==> src/rtl/snake_nav_ctrl.sv <==
// Multi-player snake direction controller: per-player button conditioning,
// perpendicular-turn filtering and a small turn FIFO drained one entry per TICK.
module snake_nav_ctrl #(
    parameter int         NUM_PLAYERS     = 1,
    parameter int         QUEUE_DEPTH     = 2,
    parameter int         DEBOUNCE_CYCLES = 4,
    parameter logic [1:0] INIT_DIR        = 2'b00
) (
    input  logic                     CLOCK,
    input  logic                     RESET,
    input  logic [4*NUM_PLAYERS-1:0] PUSH_BUTTONS,
    input  logic                     TICK,
    input  logic                     CLEAR,
    output logic [2*NUM_PLAYERS-1:0] DIR_OUT,
    output logic [NUM_PLAYERS-1:0]   DIR_CHANGED,
    output logic [NUM_PLAYERS-1:0]   PENDING,
    output logic [NUM_PLAYERS-1:0]   TURN_DROPPED
);

    localparam int DW = $clog2(DEBOUNCE_CYCLES + 1);
    localparam int PW = (QUEUE_DEPTH > 1) ? $clog2(QUEUE_DEPTH) : 1;
    localparam int CW = $clog2(QUEUE_DEPTH + 1);

    for (genvar p = 0; p < NUM_PLAYERS; p++) begin : g_player
        logic [3:0]    sync1, sync2, deb, deb_d, press;
        logic [DW-1:0] deb_cnt [4];
        logic [1:0]    fifo [QUEUE_DEPTH];
        logic [PW-1:0] rd_ptr, wr_ptr, tail_ptr;
        logic [CW-1:0] count, count_after_pop;
        logic [1:0]    dir_q, req_dir, ref_dir, head;
        logic          req_valid, pop, legal, full, push;
        logic          changed_q, dropped_q;

        // Button conditioning is never touched by CLEAR; only its events are discarded.
        always_ff @(posedge CLOCK or negedge RESET) begin
            if (!RESET) begin
                sync1 <= '0;
                sync2 <= '0;
                deb   <= '0;
                deb_d <= '0;
                press <= '0;
                for (int b = 0; b < 4; b++) deb_cnt[b] <= '0;
            end else begin
                sync1 <= PUSH_BUTTONS[4*p +: 4];
                sync2 <= sync1;
                deb_d <= deb;
                press <= deb & ~deb_d;
                for (int b = 0; b < 4; b++) begin
                    if (sync2[b] == deb[b]) begin
                        deb_cnt[b] <= '0;
                    end else if (deb_cnt[b] == DW'(DEBOUNCE_CYCLES - 1)) begin
                        deb[b]     <= sync2[b];
                        deb_cnt[b] <= '0;
                    end else begin
                        deb_cnt[b] <= deb_cnt[b] + DW'(1);
                    end
                end
            end
        end

        always_comb begin
            req_valid = |press;
            req_dir   = 2'b00;
            if (press[0])      req_dir = 2'b00;
            else if (press[1]) req_dir = 2'b01;
            else if (press[2]) req_dir = 2'b10;
            else if (press[3]) req_dir = 2'b11;

            pop             = TICK && (count != '0);
            count_after_pop = count - CW'(pop);
            head            = fifo[rd_ptr];
            tail_ptr        = (wr_ptr == '0) ? PW'(QUEUE_DEPTH - 1) : wr_ptr - PW'(1);

            // With an empty queue, compare against the direction DIR_OUT is about
            // to hold, so a same-cycle pop can never enable a queued reversal.
            if (count_after_pop != '0) ref_dir = fifo[tail_ptr];
            else if (pop)              ref_dir = head;
            else                       ref_dir = dir_q;

            // Horizontal directions have equal bits, vertical ones differ.
            legal = req_valid && ((req_dir[1] ^ req_dir[0]) != (ref_dir[1] ^ ref_dir[0]));
            full  = (count_after_pop == CW'(QUEUE_DEPTH));
            push  = legal && !full;
        end

        always_ff @(posedge CLOCK or negedge RESET) begin
            if (!RESET) begin
                dir_q     <= INIT_DIR;
                rd_ptr    <= '0;
                wr_ptr    <= '0;
                count     <= '0;
                changed_q <= 1'b0;
                dropped_q <= 1'b0;
                for (int i = 0; i < QUEUE_DEPTH; i++) fifo[i] <= 2'b00;
            end else if (CLEAR) begin
                dir_q     <= INIT_DIR;
                rd_ptr    <= '0;
                wr_ptr    <= '0;
                count     <= '0;
                changed_q <= 1'b0;
                dropped_q <= 1'b0;
            end else begin
                changed_q <= pop && (head != dir_q);
                dropped_q <= legal && full;
                count     <= count_after_pop + CW'(push);
                if (pop) begin
                    dir_q  <= head;
                    rd_ptr <= (rd_ptr == PW'(QUEUE_DEPTH - 1)) ? '0 : rd_ptr + PW'(1);
                end
                if (push) begin
                    fifo[wr_ptr] <= req_dir;
                    wr_ptr       <= (wr_ptr == PW'(QUEUE_DEPTH - 1)) ? '0 : wr_ptr + PW'(1);
                end
            end
        end

        assign DIR_OUT[2*p +: 2] = dir_q;
        assign DIR_CHANGED[p]    = changed_q;
        assign PENDING[p]        = (count != '0);
        assign TURN_DROPPED[p]   = dropped_q;
    end

endmodule

==> config.mk <==
export PLATFORM = sky130hd
export DESIGN_NAME = snake_nav_ctrl
export DESIGN_NICKNAME = d
export VERILOG_FILES = /design/src/rtl/snake_nav_ctrl.sv
export SDC_FILE = /design/constraint.sdc
export NUM_CORES = 1
export LEC_CHECK = 0
export BUFFER_PORTS_ARGS = -buffer_cell sky130_fd_sc_hd__buf_2
export CAP_MARGIN = 20
export CORE_ASPECT_RATIO = 0.9
export CORE_MARGIN = 5
export CORE_UTILIZATION = 34
export DETAILED_ROUTE_END_ITERATION = 8
export GPL_ROUTABILITY_DRIVEN = 0
export SLEW_MARGIN = 10
export SYNTH_ARGS = -nofsm -noshare
export SYNTH_HDL_FRONTEND = slang
export SYNTH_SLANG_ARGS = --single-unit
export TNS_END_PERCENT = 20
==> constraint.sdc <==
create_clock -name CLOCK -period 3 [get_ports CLOCK]
set_input_delay 0.6 -clock CLOCK [delete_from_list [all_inputs] [get_ports CLOCK]]
set_output_delay 0.6 -clock CLOCK [all_outputs]
set_load 0.05 [all_outputs]
==> results of run 1 <==
==> cells by family after synthesis <==
family	Yosys count	share of synthesized area
mux	13	0.08375
compound gates	8	0.03762
fa+ha+maj	6	0.04258
buf+inv	6	0.01277
simple gates	43	0.1412
xor+xnor	10	0.05749
flops	44	0.6246
==> layout make-up <==
cell class	count	area [um2]
Multi-Input combinational cell	80	639.4
Inverter	5	18.77
Tap cell	65	81.33
Sequential cell	44	1101
Timing Repair Buffer	13	87.58
Clock buffer	6	82.58
Clock inverter	2	38.79
Fill cell	480	2875
==> per-layer routing <==
metal	track usage	wire length (um)	up-vias
li1	-	-	472
met1	0.08958	1084	482
met2	0.1479	1320	17
met3	0.03141	151	8
met4	0.04272	63	0
met5	0	0	-
==> final timing paths <==
check | end | cells after the start
setup / recovery | g_player[0].fifo[1] | 8
hold reg to reg | g_player[0].sync2[0] | 0
hold / removal | g_player[0].sync2[2] | 1
max in group asynchronous | g_player[0].rd_ptr | 2
min in group CLOCK | g_player[0].sync2[0] | 0
setup reg to reg | g_player[0].fifo[1] | 8
==> through the flow <==
step	util	hold slack [ns]	setup slack, ns	instance area, um2	std cells
finish	0.4162	0.2457	0.3120	2049	215
global route	0.4162	0.2739	0.1351	2049	215
CTS	0.4106	0.3539	0.2875	2022	214
detailed placement	0.3859	0.3347	0.1838	1901	206
global placement	0.3859	0.3324	0.2920	1901	206
floorplan	-	0.3044	0.4908	1763	130
==> worst max-delay path, cell delays in order, from the launching register on <==
cell      delay, ns
dfrtp_1        0.47
o21ai_4        0.23
inv_1          0.07
ha_1           0.33
nand2b_1       0.12
o31ai_1        0.32
xnor3_1        0.32
or3_4          0.41
mux2_4         0.31
==> layout by cell type (no fill, tap or decap), drive strengths merged, types with 5 or more instances in the layout <==
cell type,instances
dfrtp,44
buf,13
nor2,11
nor2b,10
nor3b,8
mux2,8
xnor2,6
ha,6
clkbuf,6
inv,5
nor3,5
mux2i,5
==> flip-flops by register name (all words and copies together) (netlist names) <==
name,cells
g_player.fifo,4
g_player.deb_cnt,12
DIR_CHANGED,1
DIR_OUT,2
g_player.sync2,4
g_player.count,2
g_player.rd_ptr,1
g_player.wr_ptr,1
TURN_DROPPED,1
g_player.deb_d,4
g_player.press,4
g_player.deb,4
g_player.sync1,4
==> power breakdown <==
part           internal [mW]  switching, mW  total [mW]
Combinational          0.347          0.352       0.699
Clock                  0.272          0.193       0.465
Sequential             0.763          0.119       0.882
==> summary.txt, run 1 <==
STA
  • Setup TNS: 0 ns
  • Clock Skews: 0.009393 ns
  • Final Setup Violations: 0
  • Final Hold Violating Endpoints: 0
  • Actual slew at the worst max-slew pin: between 0.4 and 0.5 ns
  • RSZ-0062 raised after global routing: false
  • Upper clock frequency limit: ~370 MHz
  • Min cycle time layout: 2.688 ns
  • Slew Viols, Final: 0
  • Period utilization: 0.8960
  • Relative slew margins: 0.6665

Worst setup path
  • CP Capture Type: register
  • WP data required: roughly 3.2 ns
  • CP startpoint: g_player[0].count[1]
  • Type of origin of the critical path: register
  • Crit Reg-Reg Startpoint: g_player[0].count[1]
  • Setup slack, reg-to-reg: 0.31 ns
  • WP data arrival: 2.86 ns
  • Crit path kind: register to register
  • Maximum net fanout on the critical path: 6

Synthesis
  • Sequential fraction of the synthesis area: 0.6246
  • Syn Std Cell Area: about 1800 um2
  • Cell taking the most area after synthesis: dfrtp_1
  • Synth area leaders: dfrtp_1 (62%), ha_1 (4.3%), mux2_2 (3.8%)
  • Top-count cell post-synth: dfrtp_1
  • EDFF count, synth: 0
  • Syn. warnings: 0
  • Syn avg cell area: about 14 um2
  • Share of synthesized flip-flops with an asynchronous set or reset: 1.000
  • Post-synth cell types: 28
  • Main synth FF type: dfrtp_1
  • Cells after Synth: 130
  • Post-synth top cells: dfrtp_1 (44), nor2_1 (11), nor2b_1 (10), nor3b_1 (8)
  • Synth top area share: 0.6246
  • Nets in the synthesized netlist: 144
  • Seq cells post-synth: 44

Flow run
  • Max-cap violations: 0

Global route
  • First-pass GRT wire length: ~4400 um
  • Remaining global-route overflow: 0
  • Vias in the first global route: 1015
  • Total GRT Usage: 0.08488
  • Antenna violations before repair: 0
  • Largest net degree at the start of global routing: 45

CTS
  • CTS sink count: 44
  • Htree depth: 2
  • CTS buffer count: 5
  • Clk Tree Root Cell: clkbuf_8
  • CTS-repair resized insts: 0
  • CTS Buffer Depth: 2
  • Clk Latency, worst-skew pair: roughly 0.29 ns
  • Post-CTS setup buffers: 0
  • CTS tree: built
  • Reg clk slew, reported paths: roughly 0.080 ns
  • Post-CTS Hold Buffers: 0

Floorplan
  • Starting Density: 0.3580
  • I/O pin count: 13
  • Core area: approximately 4900 um2
  • Die H: between 70 and 80 um
  • Die W: 85.90 um
  • Die area: 6727 um2
  • Cell Rows: 24

Place
  • IO buf count: 12
  • Dpl hpwl: 1877 um

Detailed routing
  • Remaining antenna violation count: 0
  • Post-Route WL: 2619 um
  • Vias: 979
  • Via density: about 4.6
  • Detailed-router iteration count before antenna repair: 4
  • DR WL/cell: around 12 um
  • Iter 0 DRT Violations: 16
  • Residual DRC: 0

Power
  • Leakage power: roughly 0.98 nW
  • VDD IR max: between 400 and 500 uV
  • Pwr Density: ~1000 nW/um2
  • Power Total: around 2 mW

Hold path
  • Hold Path Class: primary input to async pin

Finish
  • Number of diodes: 0
  • Layout cells sized above 1: 0.2200
  • Nets: around 160
  • Synth-to-Final Area Change: 16.25%

Outcome
  • Status: finished clean
(Power assumes the default switching activity.)
==> run 2: changes to the inputs <==
--- a/config.mk
+++ b/config.mk
@@ -5,15 +5,16 @@
 export SDC_FILE = /design/constraint.sdc
 export NUM_CORES = 1
 export LEC_CHECK = 0
+export ABC_AREA = 1
 export BUFFER_PORTS_ARGS = -buffer_cell sky130_fd_sc_hd__buf_2
 export CAP_MARGIN = 20
 export CORE_ASPECT_RATIO = 0.9
 export CORE_MARGIN = 5
 export CORE_UTILIZATION = 34
+export CTS_CLUSTER_DIAMETER = 60
 export DETAILED_ROUTE_END_ITERATION = 8
 export GPL_ROUTABILITY_DRIVEN = 0
 export SLEW_MARGIN = 10
 export SYNTH_ARGS = -nofsm -noshare
 export SYNTH_HDL_FRONTEND = slang
 export SYNTH_SLANG_ARGS = --single-unit
-export TNS_END_PERCENT = 20
==> summary.txt, run 2 <==
STA
  • Slew Viols, Final: 0
  • Clock Skews: roughly 0.0048 ns
  • Final Hold Violating Endpoints: 0
  • WHS: approximately 0.22 ns
  • Setup TNS: 0 ns
  • Period utilization: 0.7792
  • Upper clock frequency limit: between 400 and 500 MHz
  • Relative slew margins: 0.7355
  • RSZ-0062 raised after global routing: false
  • Final Setup Violations: 0
  • Min cycle time layout: roughly 2.3 ns
  • Actual slew at the worst max-slew pin: roughly 0.40 ns
  • Final WS setup: ~0.66 ns

Place
  • Pre-CTS WS: approximately 0.48 ns
  • Inst Count DP: 262
  • Placed Instance Area: a little under 2000 um2
  • Dpl hpwl: slightly above 2000 um
  • IO buf count: 12

Global route
  • First-pass GRT wire length: 4933 um
  • Largest net degree at the start of global routing: between 40 and 50
  • Vias in the first global route: 1154
  • Remaining global-route overflow: 0
  • Antenna violations before repair: 0
  • Total GRT Usage: 0.09226

Power
  • VDD IR max: about 450 uV
  • Gate power share: 0.387
  • Pwr Density: around 1000 nW/um2
  • Sw Pwr: approximately 0.84 mW
  • Switching share of power: 0.3909
  • Int Power: 1.307 mW
  • Sequential power share: 0.402
  • Power Total: 2.146 mW
  • Clock share of power: 0.212
  • Leakage power: about 1.1 nW

Flow run
  • Max-cap violations: 0

CTS
  • CTS buffer count: 5
  • CTS sink count: 44
  • Clk Latency, worst-skew pair: between 0.2 and 0.3 ns
  • CTS-repair resized insts: 0
  • Reg clk slew, reported paths: ~0.090 ns
  • CTS tree: built
  • Post-CTS Hold Buffers: 0
  • Htree depth: 2
  • Clk Tree Root Cell: clkbuf_8
  • Post-CTS setup buffers: 0
  • CTS Buffer Depth: 2

Synthesis
  • Syn Std Cell Area: around 1800 um2
  • Post-synth top cells: dfrtp_1 (44), nand2_1 (37), inv_1 (25), nor2_1 (21), nor3_1 (11)
  • Share of synthesized flip-flops with an asynchronous set or reset: 1.000
  • Syn avg cell area: about 9.9 um2
  • EDFF count, synth: 0
  • Syn. warnings: 0
  • Main synth FF type: dfrtp_1
  • Synth area leaders: dfrtp_1 (61%), nand2_1 (7.7%), inv_1 (5.2%)
  • Nets in the synthesized netlist: between 150 and 200
  • Cells after Synth: around 180
  • Top-count cell post-synth: dfrtp_1
  • Post-synth cell types: 21
  • Synth top area share: 0.6069
  • Cell taking the most area after synthesis: dfrtp_1
  • Sequential fraction of the synthesis area: 0.6069
  • Seq cells post-synth: 44

Finish
  • Synth-to-Final Area Change: 15.17%
  • Most frequent cells in the layout: dfrtp_1 (44), nand2_1 (37), inv_1 (25)
  • Post-Layout Cell Count: approximately 270
  • Layout cells sized above 1: 0.1520
  • Most common library cell in the layout ignoring fill and taps: dfrtp_1
  • Reg with most FFs: g_player.deb_cnt
  • Fill cells: between 500 and 600
  • Max reg flops: 12
  • Fin area: 2090 um2
  • Nets: between 200 and 250
  • Number of diodes: 0
  • Fin util: 0.4000

Detailed routing
  • Remaining antenna violation count: 0
  • Detailed-router iteration count before antenna repair: 4
  • DR WL/cell: approximately 10 um
  • Residual DRC: 0
  • Via density: between 4 and 5
  • Iter 0 DRT Violations: between 40 and 50
  • Post-Route WL: approximately 2700 um
  • Vias: 1175

Floorplan
  • Starting Density: 0.3473
  • Die area: roughly 6900 um2
  • Cell Rows: 25
  • I/O pin count: 13
  • Core area: 5224 um2
  • Die H: between 70 and 80 um
  • Die W: a little under 90 um

Hold path
  • Hold Path Class: primary input to async pin

Worst setup path
  • Maximum net fanout on the critical path: 6
  • Type of origin of the critical path: register
  • WP data arrival: 2.52 ns
  • Crit path kind: register to register
  • Setup slack, reg-to-reg: between 0.6 and 0.7 ns
  • CP Capture Type: register
  • WP data required: 3.18 ns

Outcome
  • Status: finished clean
-- run 2: cell families after synthesis --
group / Yosys count / share of synthesized area
AO/OA/AOI/OAI: 13 / 0.03862
XOR/XNOR: 8 / 0.03862
adder cells (fa/ha/maj): 6 / 0.04138
flip-flops: 44 / 0.6069
AND/OR/NAND/NOR: 87 / 0.2207
buffers and inverters: 26 / 0.05379
-- run 2: critical path, cell delays in order, from the launching register on --
cell and delay [ns]:
dfrtp_1 0.45, nor2_2 0.18, nor2_4 0.06, ha_1 0.28, inv_1 0.06, nor2_1 0.19
nand3_1 0.11, o21ai_1 0.13, nand3_2 0.13, nand2_2 0.10, nand2_1 0.08, nor2_1 0.10
ha_1 0.16, xor2_1 0.14, nor2_1 0.05
-- run 2: power by group through the flow --
stage / clock [mW] / combinational, mW / sequential [mW]
6_report: 0.454 / 0.830 / 0.862
5_1_grt: 0.506 / 0.958 / 0.885
4_1_cts: 0.473 / 0.840 / 0.865
3_5_place_dp: 0 / 0.834 / 0.878
3_3_place_gp: 0 / 0.823 / 0.872
2_1_floorplan: 0 / 0.679 / 0.868
-- run 2: area by class of cell --
cell class,instances,area [um2],area share
clock buffers,5,68.82,0.03293
clock inverters,3,46.29,0.02216
inverters,25,93.84,0.04491
multi-input cells,114,615.6,0.2946
flip-flops and latches,44,1101,0.5269
well taps,67,83.83,0.04012
repair buffers,13,80.08,0.03832
-- run 2: routing by layer --
metal	vias to the layer above	global-route usage	wire, um
met2	13	0.1449	1257
met3	2	0.04357	138
met5	-	0	0
met1	537	0.1099	1302
li1	623	-	-
met4	0	0.03271	22
-- run 2: path summary, 6_finish.rpt --
check,start,end,cells past startpoint
worst max-delay path,g_player[0].count[1],g_player[0].count[1],14
worst min-delay path,RESET,DIR_OUT[0],1
worst max register to register,g_player[0].count[1],g_player[0].count[1],14
worst min register to register,g_player[0].sync1[1],g_player[0].sync2[1],0
max in group asynchronous,RESET,g_player[0].press[0],2
min in group CLOCK,g_player[0].sync1[1],g_player[0].sync2[1],0
==> run 3: changes to the inputs <==
==> constraint.sdc (replaced) <==
create_clock -name CLOCK -period 2.2 [get_ports CLOCK]
set_input_delay 0.44 -clock CLOCK [delete_from_list [all_inputs] [get_ports CLOCK]]
set_output_delay 0.44 -clock CLOCK [all_outputs]
set_load 0.05 [all_outputs]
==> summary.txt, run 3 (synthesis gave the netlist of run 2 again) <==
Outcome
  • Status: finished clean

CTS
  • Reg clk slew, reported paths: 0.08 ns
  • Htree depth: 2
  • Post-CTS Hold Buffers: 0
  • CTS Buffer Depth: 2
  • Clk Tree Root Cell: clkbuf_8
  • Clk Latency, worst-skew pair: 0.30 ns
  • CTS tree: built
  • CTS sink count: 44
  • CTS buffer count: 5

Worst setup path
  • WP data required: about 2.4 ns
  • CP cell instances: nor2_4 > nor2_4 > ha_4 > inv_4 > o22ai_2 > nand2_2 > nand2_2 > nand3_2 > nand2_2 > nand2_2 > nor2_2 > ha_2 > inv_2 > nor2_1
  • Crit path top cell by count: nand2_2
  • Maximum net fanout on the critical path: 3
  • CP Capture Type: register
  • Type of origin of the critical path: register
  • Slowest stage delay, CP: between 0.4 and 0.5 ns
  • Crit path kind: register to register
  • WP data arrival: roughly 2.3 ns
  • Critical-path top delay cell: dfrtp_1

STA
  • Setup TNS: 0 ns
  • RSZ-0062 raised after global routing: true
  • Actual slew at the worst max-slew pin: slightly below 0.5 ns
  • Final Hold Violating Endpoints: 0
  • Relative slew margins: 0.6790
  • Clock Skews: 0.005469 ns
  • Final Setup Violations: 0
  • Slew Viols, Final: 0
  • Min cycle time layout: approximately 2.1 ns
  • Period utilization: 0.9542
  • Upper clock frequency limit: 476.3 MHz

Global route
  • GR peak layer: met2
  • Remaining global-route overflow: 0
  • Largest net degree at the start of global routing: 26
  • Met1 Use GR: 0.1163
  • Total GRT Usage: 0.1012
  • Antenna violations before repair: 0
  • Grt met2 use: 0.1730
  • First-pass GRT wire length: between 5000 and 6000 um
  • Met3 GRT Util: 0.04046
  • Vias in the first global route: roughly 1300

Floorplan
  • Die area: 6899 um2
  • Die W: just under 90 um
  • Cell Rows: 25
  • Die H: ~80 um
  • Core area: between 5000 and 6000 um2
  • Starting Density: 0.3473
  • I/O pin count: 13

Power
  • Pwr Density: between 1000 and 1500 nW/um2
  • Leakage power: ~1.1 nW
  • VDD IR max: slightly above 800 uV

Flow run
  • Max-cap violations: 0

Detailed routing
  • Residual DRC: 0
  • Iter 0 DRT Violations: 46
  • DR WL/cell: about 11 um
  • Remaining antenna violation count: 0
  • Vias: around 1200
  • Via density: around 4.4
  • Detailed-router iteration count before antenna repair: 4
  • Post-Route WL: around 3000 um

Finish
  • Number of diodes: 0
  • Max reg flops: 12
  • Fin util: 0.4201
  • Layout cells sized above 1: 0.2383
  • Synth-to-Final Area Change: 20.97%
  • Most common library cell in the layout ignoring fill and taps: dfrtp_1
  • Reg with most FFs: g_player.deb_cnt
  • Most frequent cells in the layout: dfrtp_1 (44), nand2_1 (35), inv_1 (23)
  • Nets: roughly 230
  • Fill cells: about 500
  • Post-Layout Cell Count: between 200 and 300

Hold path
  • Hold Path Class: primary input to async pin

Place
  • Inst Count DP: 270
  • Dpl hpwl: approximately 2200 um
  • IO buf count: 12
==> run 3: final timing paths <==
kind / cells after the start / slack (ns) / to / from
min in group CLOCK: 1 / 0.24 / g_player[0].sync1[3] / PUSH_BUTTONS[3]
setup / recovery: 14 / 0.10 / g_player[0].count[0] / g_player[0].count[1]
hold reg to reg: 0 / 0.35 / g_player[0].sync2[2] / g_player[0].sync1[2]
max in group asynchronous: 2 / 1.61 / g_player[0].sync2[0] / RESET
setup reg to reg: 14 / 0.10 / g_player[0].count[0] / g_player[0].count[1]
hold / removal: 1 / 0.09 / g_player[0].count[1] / RESET
==> run 3: where the power goes <==
part	switching [mW]	internal (mW)	total, mW
Clock	0.274	0.254	0.528
Combinational	0.868	0.675	1.54
Sequential	0.136	1.03	1.17
==> run 3: critical path: cells and delay by family (launching register included) <==
| family | cells | cell delay (ns) |
|---|---|---|
| compound gates | 1 | 0.21 |
| flops | 1 | 0.41 |
| fa+ha+maj | 2 | 0.54 |
| buf+inv | 2 | 0.08 |
| simple gates | 9 | 0.73 |
==> run 3: per-stage QoR <==
stage / power [mW] / worst slack [ns] / area, um2 / hold WS, ns
2_1_floorplan: 2.111 / 0.05392 / 1814 / 0.1444
3_3_place_gp: 2.493 / -0.03140 / 2027 / 0.3316
3_5_place_dp: 2.517 / -0.1129 / 2027 / 0.3356
4_1_cts: 3.098 / 0.01833 / 2138 / 0.1020
5_1_grt: 3.547 / -0.06279 / 2195 / 0.1138
6_report: 3.239 / 0.1007 / 2195 / 0.09256
==> run 3: per-layer routing <==
metal,routed length [um],up-vias
li1,-,639
met1,1378,593
met2,1470,14
met3,131,2
met4,8,0
met5,0,-
==> run 3: timing repair <==
action / CTS / global route
buffers inserted: 0 / 3
pin swaps: 0 / 5
gates resized for setup: 3 / 10
setup endpoints to repair: 2 / 7
==> run 3: area by class of cell <==
type,instances,area [um2],area share
Sequential cell,44,1101,0.5017
Multi-Input combinational cell,114,660.6,0.3010
Timing Repair Buffer,23,155.1,0.07070
Inverter,25,96.34,0.04390
Tap cell,67,83.83,0.03820
Clock buffer,6,82.58,0.03763
Clock inverter,2,15.01,0.006842
